File: config.mk
export PLATFORM = sky130hd
export DESIGN_NAME = apply_result_return_flat
export DESIGN_NICKNAME = d
export VERILOG_FILES = /design/src/rtl/apply_result_return_pkg.sv /design/src/rtl/apply_result_return_if.sv /design/src/rtl/apply_result_return.sv /design/src/flat_wrapper.sv
export SDC_FILE = /design/constraint.sdc
export NUM_CORES = 1
export LEC_CHECK = 0
export ABC_CLOCK_PERIOD_IN_PS = 2300
export BUFFER_PORTS_ARGS = -buffer_cell sky130_fd_sc_hd__buf_2
export CORE_ASPECT_RATIO = 2
export CORE_MARGIN = 3
export CORE_UTILIZATION = 55
export CTS_CLUSTER_DIAMETER = 100
export DETAILED_ROUTE_END_ITERATION = 8
export GPL_TIMING_DRIVEN = 0
export PLACE_DENSITY_LB_ADDON = 0.15
export SLEW_MARGIN = 20
export SYNTH_ARGS = -nofsm -noshare
export SYNTH_HDL_FRONTEND = slang
export SYNTH_SLANG_ARGS = --single-unit
File: constraint.sdc
create_clock -name clk -period 2.3 [get_ports clk]
set_input_delay 0.46 -clock clk [delete_from_list [all_inputs] [get_ports clk]]
set_output_delay 0.46 -clock clk [all_outputs]
set_load 0.05 [all_outputs]
File: src/rtl/apply_result_return_pkg.sv
// Shared types and default sizing for the apply result-return reorder buffer.
package apply_result_return_pkg;

    localparam int ARR_DEPTH = 8;   // slots in flight, power of two
    localparam int ARR_TAG_W = 3;   // log2(ARR_DEPTH)
    localparam int ARR_IDX_W = 30;  // BDD node index width

    typedef enum logic [1:0] {
        SLOT_FREE    = 2'd0,
        SLOT_PENDING = 2'd1,
        SLOT_DONE    = 2'd2
    } slotState_t;

    // Decode the per-slot valid/done bit pair into its lifecycle state.
    function automatic slotState_t getSlotState(input logic valid, input logic done);
        if (!valid) return SLOT_FREE;
        if (!done)  return SLOT_PENDING;
        return SLOT_DONE;
    endfunction

endpackage

File: src/rtl/apply_result_return_if.sv
// Issue / completion / response bundle of the apply result-return buffer.
// The slave modport is the buffer itself; master is the surrounding logic.
interface apply_result_return_if
    import apply_result_return_pkg::*;
#(
    parameter int TAG_W = ARR_TAG_W,
    parameter int IDX_W = ARR_IDX_W
) ();

    logic             issue_valid;
    logic             issue_ready;
    logic             issue_hit;
    logic [IDX_W-1:0] issue_result;
    logic [TAG_W-1:0] issue_tag;
    logic             cmp_valid;
    logic [TAG_W-1:0] cmp_tag;
    logic [IDX_W-1:0] cmp_result;
    logic             rsp_valid;
    logic             rsp_ready;
    logic [IDX_W-1:0] rsp_result;
    logic [TAG_W:0]   occupancy;
    logic             err_cmp;

    modport slave (
        input  issue_valid, issue_hit, issue_result,
        input  cmp_valid, cmp_tag, cmp_result,
        input  rsp_ready,
        output issue_ready, issue_tag,
        output rsp_valid, rsp_result,
        output occupancy, err_cmp
    );

    modport master (
        output issue_valid, issue_hit, issue_result,
        output cmp_valid, cmp_tag, cmp_result,
        output rsp_ready,
        input  issue_ready, issue_tag,
        input  rsp_valid, rsp_result,
        input  occupancy, err_cmp
    );

endinterface

File: src/rtl/apply_result_return.sv
// In-order return buffer for apply requests: hits arrive already resolved,
// misses are completed out of order by the apply engine via their slot tag,
// and responses leave strictly in issue order.
module apply_result_return
    import apply_result_return_pkg::*;
#(
    parameter int DEPTH = ARR_DEPTH,
    parameter int TAG_W = ARR_TAG_W,
    parameter int IDX_W = ARR_IDX_W
) (
    input  logic                 clk,
    input  logic                 resetn,
    apply_result_return_if.slave bus
);

    localparam logic [TAG_W:0] FULL_COUNT = (TAG_W + 1)'(DEPTH);

    logic [TAG_W-1:0] headPtr;
    logic [TAG_W-1:0] tailPtr;
    logic [TAG_W:0]   count;
    logic [DEPTH-1:0] slotValid;
    logic [DEPTH-1:0] slotDone;
    logic [IDX_W-1:0] slotResult [DEPTH];
    logic             errCmp;

    logic             issueFire;
    logic             popFire;
    logic             cmpAccept;

    // All outputs come straight from flops; ready depends only on the
    // registered count, so a pop never frees a slot for the same cycle.
    assign bus.issue_ready = (count != FULL_COUNT);
    assign bus.issue_tag   = tailPtr;
    assign bus.rsp_valid   = slotDone[headPtr];
    assign bus.rsp_result  = slotResult[headPtr];
    assign bus.occupancy   = count;
    assign bus.err_cmp     = errCmp;

    assign issueFire = bus.issue_valid & bus.issue_ready;
    assign popFire   = bus.rsp_valid & bus.rsp_ready;
    assign cmpAccept = bus.cmp_valid &&
                       (getSlotState(slotValid[bus.cmp_tag], slotDone[bus.cmp_tag]) == SLOT_PENDING);

    // Head/tail pointers wrap naturally at DEPTH; count tracks issue minus pop.
    always_ff @(posedge clk or negedge resetn) begin
        if (!resetn) begin
            headPtr <= '0;
            tailPtr <= '0;
            count   <= '0;
        end else begin
            if (issueFire) tailPtr <= tailPtr + 1'b1;
            if (popFire)   headPtr <= headPtr + 1'b1;
            case ({issueFire, popFire})
                2'b10:   count <= count + 1'b1;
                2'b01:   count <= count - 1'b1;
                default: count <= count;
            endcase
        end
    end

    // Slot array: completion, pop and issue always touch distinct slots
    // (pending, done and free respectively), so all three can land together.
    always_ff @(posedge clk or negedge resetn) begin
        if (!resetn) begin
            slotValid <= '0;
            slotDone  <= '0;
            errCmp    <= 1'b0;
            for (int i = 0; i < DEPTH; i++) slotResult[i] <= '0;
        end else begin
            if (cmpAccept) begin
                slotDone[bus.cmp_tag]   <= 1'b1;
                slotResult[bus.cmp_tag] <= bus.cmp_result;
            end else if (bus.cmp_valid) begin
                errCmp <= 1'b1;
            end
            if (popFire) begin
                slotValid[headPtr]  <= 1'b0;
                slotDone[headPtr]   <= 1'b0;
                slotResult[headPtr] <= '0;
            end
            if (issueFire) begin
                slotValid[tailPtr]  <= 1'b1;
                slotDone[tailPtr]   <= bus.issue_hit;
                slotResult[tailPtr] <= bus.issue_hit ? bus.issue_result : '0;
            end
        end
    end

endmodule

File: src/flat_wrapper.sv
// flat-port wrapper written by rule: the top's interface ports become plain ports
module apply_result_return_flat import apply_result_return_pkg::*;
#(
    parameter int DEPTH = ARR_DEPTH,
    parameter int TAG_W = ARR_TAG_W,
    parameter int IDX_W = ARR_IDX_W
)
  (clk, resetn, bus_issue_valid, bus_issue_hit, bus_issue_result, bus_cmp_valid, bus_cmp_tag, bus_cmp_result, bus_rsp_ready, bus_issue_ready, bus_issue_tag, bus_rsp_valid, bus_rsp_result, bus_occupancy, bus_err_cmp);
  apply_result_return_if #(.TAG_W(TAG_W), .IDX_W(IDX_W)) bus_i ();
  input  logic clk;
  input  logic resetn;
  input wire logic [$bits(bus_i.issue_valid)-1:0] bus_issue_valid;
  input wire logic [$bits(bus_i.issue_hit)-1:0] bus_issue_hit;
  input wire logic [$bits(bus_i.issue_result)-1:0] bus_issue_result;
  input wire logic [$bits(bus_i.cmp_valid)-1:0] bus_cmp_valid;
  input wire logic [$bits(bus_i.cmp_tag)-1:0] bus_cmp_tag;
  input wire logic [$bits(bus_i.cmp_result)-1:0] bus_cmp_result;
  input wire logic [$bits(bus_i.rsp_ready)-1:0] bus_rsp_ready;
  output wire logic [$bits(bus_i.issue_ready)-1:0] bus_issue_ready;
  output wire logic [$bits(bus_i.issue_tag)-1:0] bus_issue_tag;
  output wire logic [$bits(bus_i.rsp_valid)-1:0] bus_rsp_valid;
  output wire logic [$bits(bus_i.rsp_result)-1:0] bus_rsp_result;
  output wire logic [$bits(bus_i.occupancy)-1:0] bus_occupancy;
  output wire logic [$bits(bus_i.err_cmp)-1:0] bus_err_cmp;
  assign bus_i.issue_valid = bus_issue_valid;
  assign bus_i.issue_hit = bus_issue_hit;
  assign bus_i.issue_result = bus_issue_result;
  assign bus_i.cmp_valid = bus_cmp_valid;
  assign bus_i.cmp_tag = bus_cmp_tag;
  assign bus_i.cmp_result = bus_cmp_result;
  assign bus_i.rsp_ready = bus_rsp_ready;
  assign bus_issue_ready = bus_i.issue_ready;
  assign bus_issue_tag = bus_i.issue_tag;
  assign bus_rsp_valid = bus_i.rsp_valid;
  assign bus_rsp_result = bus_i.rsp_result;
  assign bus_occupancy = bus_i.occupancy;
  assign bus_err_cmp = bus_i.err_cmp;
  apply_result_return #(.DEPTH(DEPTH), .TAG_W(TAG_W), .IDX_W(IDX_W)) u_core (.clk(clk), .resetn(resetn), .bus(bus_i));
endmodule
==> flow_summary.json, run 1 <==
{
  "clock_power_share": 0.161,
  "cts_num_sinks": 267,
  "synth_ff_type": "dfrtp_1",
  "sw_frac_of_total": 0.417,
  "cts-root-buf": "clkbuf_16",
  "drtPass1Iterations": 9,
  "place_congestion": 1.03,
  "clockBufferDepth": 3,
  "layout.cells.non_filler": 1788,
  "rsz0062_at_grt": "true",
  "crit_fanout": 5,
  "max-vdd-ir-drop_mv": 1.18,
  "reg2reg_depth": 14,
  "setup_ws_ns": -0.564,
  "use_met3": 0.0741,
  "holdWs_ns": 0.184,
  "crit_start": "u_core.headPtr[0]",
  "wl_per_cell_um": 31.3,
  "comb_power_share": 0.549,
  "ys_top_cells_by_area": "dfrtp_1 45%, mux2i_1 16%, mux4_2 9.4%",
  "p_sw_uw": 11300,
  "clk_latency_ns": 0.57,
  "synth_edf_count": 0,
  "num_rows": 84,
  "grt.busiest_layer": "met2",
  "grt_util_met2": 0.612,
  "min_from": "bus_cmp_valid",
  "worst_pin_slew_ns": 1.09,
  "path_clk_slew_ns": 0.07,
  "worst_clock_skew_ns": 0.0280,
  "overflow": 0,
  "core_mm2": 0.0265,
  "drt_iter0_drc": 1674,
  "viasPerCell": 7.18,
  "period_needed_ns": 2.86,
  "cp.required_ns": 1.84,
  "drive_gt1_frac": 0.279,
  "min_period_over_period": 1.25,
  "hpwl_um": 36200,
  "h-tree-depth": 1,
  "setup_viol": 34,
  "io-pin-count": 109,
  "hold_viol": 0,
  "drcViolationCount": 0,
  "fp.dieH_um": 239,
  "violations": "setup timing",
  "area_growth_pct": 20.5,
  "fin_nets": 1503,
  "powerDensity_mw_per_mm2": 1510,
  "ys_seq_area_frac": 0.448,
  "cp-endpoint": "bus_rsp_result[23]",
  "seqPwrFrac": 0.290,
  "grt_first_pass_wirelength_um": 80700,
  "antenna_found_initial": 1,
  "synthesis.area_mm2": 0.0149,
  "syn_nets": 1358,
  "dp.cells": 1704,
  "synth_top_area_share": 0.448,
  "setup.worst_path.end_class": "output pin",
  "dieArea_mm2": 0.0292,
  "startpoint_type": "register",
  "grt_pass1_vias": 13083,
  "die_w_um": 122,
  "cp.arrival_ns": 2.40,
  "cts_buffers": 25,
  "path_class": "register to output pin",
  "timing.rr.start": "u_core.headPtr[0]",
  "synthCells": 1284,
  "layout_common_cells": "260 x dfrtp_1, 240 x mux2i_1, 124 x nand3_1, 120 x o22ai_1, 96 x o31ai_1",
  "syn_avg_cell_area_um2": 11.6,
  "status": "finished with violations",
  "synthDistinctLibCells": 45,
  "hold_path_class": "primary input to register",
  "intPower_uw": 15800,
  "grt_max_degree": 97,
  "max_freq_ghz": 0.349,
  "async_flop_share": 1.00,
  "vias": 12839,
  "cts_tree": "done",
  "antenna_left": 0,
  "slew_headroom": 0.271,
  "ys_warn_count": 0,
  "port_buffers": 74,
  "dpl_cell_area_mm2": 0.0159,
  "design_area_mm2": 0.0180,
  "gr-usage-met1": 0.433,
  "yosys.area.top_type": "dfrtp_1",
  "reg2reg_slack_ns": -0.33,
  "r2r_end": "u_core.bus.occupancy[2]",
  "gr-usage-all-layers": 0.374,
  "report.final.slew_viol_count": 0,
  "wl_um": 55900,
  "maxCapViolations": 0,
  "initial_core_util": 0.563,
  "yosys_register_bits": 267,
  "leakage_uw": 0.00807,
  "final_common_cell": "dfrtp_1"
}
[area by class of cell]
class | instances | area, um2
clock buffer | 33 | 696
tap | 344 | 430
buffer | 160 | 986
inverter | 10 | 51.3
sequential | 267 | 6690
clock inverter | 8 | 118
multi-input combinational | 846 | 7810
antenna | 1 | 2.50
timing repair buffer | 119 | 1190
fill | 2019 | 8520
[synth_stat cells, drive strengths merged (2+ instances only)]
| cell type | count |
|---|---|
| nand3 | 124 |
| mux4 | 62 |
| a21oi | 2 |
| nor2 | 7 |
| nand4bb | 3 |
| dfrtp | 267 |
| nor4b | 4 |
| o22ai | 121 |
| inv | 10 |
| nor3b | 2 |
| o21ai | 6 |
| nand4 | 5 |
| xnor2 | 5 |
| buf | 53 |
| nand2 | 52 |
| ha | 5 |
| nor2b | 11 |
| o211ai | 3 |
| nand2b | 7 |
| or2 | 3 |
| clkbuf | 108 |
| xor2 | 4 |
| mux2i | 243 |
| nor4 | 3 |
| o31ai | 124 |
| o21bai | 4 |
| mux2 | 34 |
[logic make-up (layout without fill, tap and decap cells)]
family / after synthesis / after routing / share of synthesized area
buffers and inverters: 171 / 330 / 0.0471
DFF: 267 / 267 / 0.448
and+or+nand+nor: 228 / 228 / 0.0814
xor gates and xnor gates: 9 / 9 / 0.00528
other: 0 / 1 / 0
adders and majority gates: 5 / 5 / 0.00419
AOI/OAI and AO/OA: 265 / 265 / 0.132
muxes: 339 / 339 / 0.282
[routing by layer]
metal / vias up / part of all wire
met2: 900 / 0.49
met3: 315 / 0.082
met1: 6423 / 0.34
li1: 5201 / -
met4: 0 / 0.089
met5: - / 0
[critical path, cell delays in order (launching register included)]
cell and delay (ns):
dfrtp_2 0.40, buf_12 0.14, buf_12 0.16, buf_16 0.15
mux4_2 0.54, mux2_4 0.29, buf_6 0.15
[per-stage QoR]
| step | utilization | power, uW | setup slack (ns) | setup TNS [ns] |
|---|---|---|---|---|
| finish | 0.678 | 27100 | -0.564 | -16.90 |
| global route | 0.678 | 28000 | -0.576 | -17.55 |
| CTS | 0.650 | 24800 | -0.510 | -14.85 |
| detailed placement | 0.598 | 19300 | -0.898 | -84.37 |
| global placement | 0.595 | 19000 | -4.68 | -1213.55 |
| floorplan | - | 16000 | -0.0831 | -0.0989 |
[worst min-delay path by stage]
| stage | depth (start not counted) | to |
|---|---|---|
| finish | 2 | u_core.bus.err_cmp |
| global route | 2 | u_core.bus.err_cmp |
| CTS | 2 | u_core.bus.err_cmp |
| detailed placement | 1 | u_core.bus.err_cmp |
| global placement | 2 | u_core.slotValid[4] |
| floorplan | 0 | u_core.bus.err_cmp |
[power groups by stage]
stage	logic [uW]	clock network, uW	registers [uW]
floorplan	8340	0	7630
global placement	11300	0	7680
detailed placement	11600	0	7780
CTS	12600	4350	7750
global route	15400	4550	8030
finish	14900	4370	7860
[flip-flops by register name, summed over array words and instances, names as in the netlist]
name and cells:
u_core.bus.err_cmp 1, u_core.bus.issue_tag 3, u_core.bus.occupancy 4, u_core.slotResult 240
u_core.slotValid 8, u_core.headPtr 3, u_core.slotDone 8
[repair_timing]
action,CTS,global route
setup buffers,12,23
gates resized for setup,121,163
endpoints found under the hold margin,79,0
pin swaps,7,13
endpoints found under the setup margin,286,210
hold buffers,1,0
gates cloned,3,6
(Power assumes the default switching activity.)
==> run 2, diff against run 1 <==
--- a/config.mk
+++ b/config.mk
@@ -7,9 +7,11 @@
 export LEC_CHECK = 0
 export ABC_CLOCK_PERIOD_IN_PS = 2300
 export BUFFER_PORTS_ARGS = -buffer_cell sky130_fd_sc_hd__buf_2
+export CELL_PAD_IN_SITES_DETAIL_PLACEMENT = 1
+export CELL_PAD_IN_SITES_GLOBAL_PLACEMENT = 2
 export CORE_ASPECT_RATIO = 2
 export CORE_MARGIN = 3
-export CORE_UTILIZATION = 55
+export CORE_UTILIZATION = 37
 export CTS_CLUSTER_DIAMETER = 100
 export DETAILED_ROUTE_END_ITERATION = 8
 export GPL_TIMING_DRIVEN = 0
==> flow_summary.json, run 2 (synthesized netlist as in run 1, its figures left out) <==
{
  "place_congestion": 0.860,
  "max_freq_ghz": 0.349,
  "h-tree-depth": 1,
  "dpl_cell_area_mm2": 0.0161,
  "setup_ws_ns": -0.567,
  "antenna_left": 0,
  "hold_viol": 0,
  "core_mm2": 0.0397,
  "dp.cells": 1886,
  "cts_buffers": 27,
  "largest_register_ffs": 240,
  "design_area_mm2": 0.0184,
  "viasPerCell": 6.25,
  "cp.required_ns": 1.84,
  "crit_fanout": 5,
  "top_register": "u_core.slotResult",
  "die_w_um": 148,
  "area_growth_pct": 23.1,
  "dieArea_mm2": 0.0429,
  "grt_first_pass_wirelength_um": 96400,
  "finish.utilization": 0.462,
  "drive_gt1_frac": 0.288,
  "final_common_cell": "dfrtp_1",
  "status": "finished with violations",
  "vias": 12334,
  "hold_path_class": "primary input to register",
  "rsz0062_at_grt": "true",
  "startpoint_type": "register",
  "drt_iter0_drc": 700,
  "drcViolationCount": 0,
  "fp.dieH_um": 290,
  "drtPass1Iterations": 7,
  "gr-usage-all-layers": 0.304,
  "cts_tree": "done",
  "clk_latency_ns": 0.56,
  "report.final.slew_viol_count": 0,
  "path_class": "register to output pin",
  "wl_um": 66300,
  "overflow": 0,
  "grt_max_degree": 91,
  "maxCapViolations": 0,
  "fin_nets": 1502,
  "min_from": "bus_cmp_valid",
  "leakage_uw": 0.00819,
  "layout.cells.non_filler": 1973,
  "holdWs_ns": 0.203,
  "num_rows": 103,
  "port_buffers": 74,
  "r2r_end": "u_core.bus.occupancy[2]",
  "worst_pin_slew_ns": 1.19,
  "path_clk_slew_ns": 0.07,
  "reg2reg_depth": 14,
  "layout_common_cells": "261 x dfrtp_1, 241 x mux2i_1, 124 x nand3_1, 120 x o22ai_1, 96 x o31ai_1",
  "io-pin-count": 109,
  "max-vdd-ir-drop_mv": 0.914,
  "timing.rr.start": "u_core.headPtr[0]",
  "cp.arrival_ns": 2.41,
  "antenna_found_initial": 0,
  "hold-path-endpoint": "u_core.bus.err_cmp",
  "grt_pass1_vias": 13710,
  "slew_headroom": 0.209,
  "wl_per_cell_um": 33.6,
  "n_antenna_cell": 0,
  "hold_path_depth": 2,
  "reg2reg_slack_ns": -0.33,
  "initial_core_util": 0.376,
  "powerDensity_mw_per_mm2": 1530,
  "hpwl_um": 44600,
  "clockBufferDepth": 3,
  "setup.worst_path.end_class": "output pin",
  "cts_num_sinks": 267,
  "cts-root-buf": "clkbuf_16",
  "setup_viol": 34,
  "violations": "setup timing",
  "period_needed_ns": 2.87,
  "min_period_over_period": 1.25,
  "reg_top3": "u_core.slotResult: 240 flops, u_core.slotDone: 8 flops, u_core.slotValid: 8 flops",
  "worst_clock_skew_ns": 0.00811
}
run 2: worst max-delay path, stage by stage (launching register included):
cell and delay [ns]:
dfrtp_2 0.47, clkbuf_16 0.21, clkbuf_16 0.17, mux4_2 0.55, mux2_4 0.29, buf_8 0.15
run 2: layer usage:
metal,wire [um],track usage,vias up,part of all wire
met4,4210,0.153,0,0.064
met3,2940,0.0373,188,0.044
li1,-,-,5205,-
met2,34700,0.545,432,0.52
met5,0,0,-,0
met1,24400,0.353,6509,0.37
run 2: worst max path at each step:
stage                                        from                       to  slack (ns)  cells after the start
after global placement                     resetn  u_core.bus.occupancy[1]       -5.14                      1
after floorplan           u_core.bus.occupancy[1]  u_core.bus.occupancy[2]       -0.08                     11
final                           u_core.headPtr[0]        bus_rsp_result[2]       -0.57                      5
after detailed placement        u_core.headPtr[1]       bus_rsp_result[25]       -0.84                      5
after global routing            u_core.headPtr[0]        bus_rsp_result[2]       -0.63                      5
after CTS                       u_core.headPtr[0]       bus_rsp_result[19]       -0.60                      6
run 2: power breakdown:
part	internal, uW	switching [uW]
sequential	6630	1280
combinational	6760	8450
clock	2820	2050
run 2: timing repair:
item                       CTS  global route
resized for setup          214            63
setup endpoints to repair  287           149
buffers inserted            27            10
hold endpoints to repair    24             0
pin swaps                    8            10
hold buffers                 1             0
cloned                       6             3
run 2: area by class of cell:
cell class | count | area, um2
clock buffers | 37 | 783
well taps | 525 | 657
clock inverters | 12 | 160
multi-input cells | 846 | 7820
plain buffers | 159 | 992
inverters | 10 | 51.3
repair buffers | 117 | 1200
fillers | 4292 | 21300
flip-flops and latches | 267 | 6690
run 2: through the flow:
stage	power, uW	setup WS, ns	TNS, ns
finish	28000	-0.567	-16.76
global route	29200	-0.628	-18.68
CTS	27600	-0.604	-17.54
detailed placement	20000	-0.842	-110.85
global placement	19600	-5.14	-1349.97
floorplan	16000	-0.0831	-0.0989
==> run 3, diff against run 2 <==
--- a/config.mk
+++ b/config.mk
@@ -16,6 +16,7 @@
 export DETAILED_ROUTE_END_ITERATION = 8
 export GPL_TIMING_DRIVEN = 0
 export PLACE_DENSITY_LB_ADDON = 0.15
+export SETUP_SLACK_MARGIN = 0.05
 export SLEW_MARGIN = 20
 export SYNTH_ARGS = -nofsm -noshare
 export SYNTH_HDL_FRONTEND = slang
==> flow_summary.json, run 3 (synthesized netlist as in run 1, its figures left out) <==
{
  "hold-path-endpoint": "u_core.bus.err_cmp",
  "antenna_left": 0,
  "reg2reg_depth": 15,
  "cts_buffers": 28,
  "powerDensity_mw_per_mm2": 1490,
  "grt.busiest_layer": "met2",
  "cts-root-buf": "clkbuf_16",
  "drtPass1Iterations": 7,
  "slew_headroom": 0.203,
  "layout_common_cells": "261 x dfrtp_1, 241 x mux2i_1, 124 x nand3_1, 120 x o22ai_1, 96 x o31ai_1",
  "cts_tree": "done",
  "reg2reg_slack_ns": -0.44,
  "status": "finished with violations",
  "drt_iter0_drc": 748,
  "setup_ws_ns": -0.626,
  "largest_register_ffs": 240,
  "wl_um": 64500,
  "fillers": 4299,
  "viasPerCell": 6.17,
  "hpwl_um": 44000,
  "worst_clock_skew_ns": 0.0187,
  "hold_path_depth": 2,
  "reg_top3": "u_core.slotResult: 240 flops, u_core.slotDone: 8 flops, u_core.slotValid: 8 flops",
  "path_clk_slew_ns": 0.07,
  "port_buffers": 74,
  "r2r_end": "u_core.bus.occupancy[2]",
  "final_common_cell": "dfrtp_1",
  "use_met3": 0.0366,
  "period_needed_ns": 2.93,
  "hold_path_class": "primary input to register",
  "h-tree-depth": 1,
  "gr-usage-met1": 0.347,
  "grt_first_pass_wirelength_um": 93800,
  "cp.required_ns": 1.84,
  "report.final.slew_viol_count": 0,
  "drive_gt1_frac": 0.288,
  "dieArea_mm2": 0.0429,
  "vias": 12168,
  "path_class": "register to output pin",
  "setup.worst_path.end_class": "output pin",
  "rsz0062_at_grt": "true",
  "place_congestion": 0.884,
  "cts_num_sinks": 267,
  "post-place-ws_ns": -0.819,
  "hold_viol": 0,
  "max-vdd-ir-drop_mv": 0.757,
  "violations": "setup timing",
  "dp.cells": 1887,
  "grt_max_degree": 89,
  "cp.arrival_ns": 2.47,
  "maxCapViolations": 0,
  "n_antenna_cell": 0,
  "clockBufferDepth": 3,
  "dpl_cell_area_mm2": 0.0161,
  "fin_nets": 1498,
  "fp.dieH_um": 290,
  "min_period_over_period": 1.27,
  "leakage_uw": 0.00804,
  "startpoint_type": "register",
  "core_mm2": 0.0397,
  "overflow": 0,
  "clk_latency_ns": 0.57,
  "layout.cells.non_filler": 1971,
  "timing.rr.start": "u_core.headPtr[0]",
  "crit_fanout": 7,
  "io-pin-count": 109,
  "design_area_mm2": 0.0181,
  "area_growth_pct": 21.1,
  "gr-usage-all-layers": 0.295,
  "drcViolationCount": 0,
  "die_w_um": 148,
  "min_from": "bus_cmp_valid",
  "max_freq_ghz": 0.342,
  "initial_core_util": 0.376,
  "grt_pass1_vias": 13344,
  "grt_util_met2": 0.538,
  "worst_pin_slew_ns": 1.20,
  "antenna_found_initial": 0,
  "num_rows": 103,
  "wl_per_cell_um": 32.7,
  "setup_viol": 34,
  "top_register": "u_core.slotResult"
}
-- run 3: changes by cell type in the layout (fill, tap and decap cells not counted), sizes merged --
cell,delta
inv,+1
clkbuf,+2
bufbuf,-1
bufinv,-1
clkinvlp,+1
clkinv,-4
-- run 3: layer usage --
layer | vias up | wire, um | part of all wire
li1 | 5192 | - | -
met1 | 6388 | 24100 | 0.37
met2 | 434 | 34400 | 0.53
met3 | 154 | 2920 | 0.045
met4 | 0 | 3090 | 0.048
met5 | - | 0 | 0
-- run 3: final cells by class --
type                    count  area [um2]  area share
inverters                  10        45.0     0.00249
clock buffers              43         888      0.0492
well taps                 525         657      0.0364
clock inverters             9         148     0.00818
flip-flops and latches    267        6690       0.370
multi-input cells         846        7720       0.427
repair buffers            112         908      0.0503
plain buffers             159        1010      0.0557
-- run 3: worst max-delay path, cell delays in order (launching register included) --
cell	delay, ns
dfrtp_2	0.40
buf_12	0.18
buf_12	0.14
buf_16	0.14
mux4_2	0.56
mux2_4	0.32
buf_6	0.16
-- run 3: where the power goes --
group / switching, uW / internal, uW
Sequential: 1200 / 6630
Combinational: 8090 / 5750
Clock: 2090 / 3100
Total: 11400 / 15500
-- run 3: how the worst max path moves through the flow --
| stage | from | endpoint | slack, ns | depth (start not counted) |
|---|---|---|---|---|
| after floorplan | u_core.bus.occupancy[1] | u_core.bus.occupancy[2] | -0.08 | 11 |
| after global placement | resetn | u_core.bus.occupancy[2] | -5.04 | 1 |
| after detailed placement | u_core.headPtr[1] | bus_rsp_result[28] | -0.82 | 5 |
| after CTS | u_core.headPtr[0] | bus_rsp_result[1] | -0.62 | 5 |
| after global routing | u_core.headPtr[0] | bus_rsp_result[29] | -0.66 | 6 |
| final | u_core.headPtr[0] | bus_rsp_result[29] | -0.63 | 6 |
-- run 3: stage by stage --
stage | hold slack (ns) | total power [uW] | setup TNS [ns] | util
detailed placement | 0.375 | 20000 | -111.73 | 0.407
finish | 0.202 | 26900 | -18.25 | 0.455
floorplan | 0.164 | 16000 | -0.0989 | -
global placement | 0.457 | 19700 | -1334.77 | 0.403
CTS | 0.185 | 26600 | -18.46 | 0.451
global route | 0.207 | 28000 | -20.42 | 0.455
-- run 3: repair_timing --
action / in CTS / in global routing
pin swaps: 11 / 9
buffers inserted: 24 / 9
gates cloned: 1 / 0
endpoints found under the setup margin: 288 / 188
hold buffers: 1 / 0
gates resized for setup: 157 / 58
endpoints found under the hold margin: 32 / 0
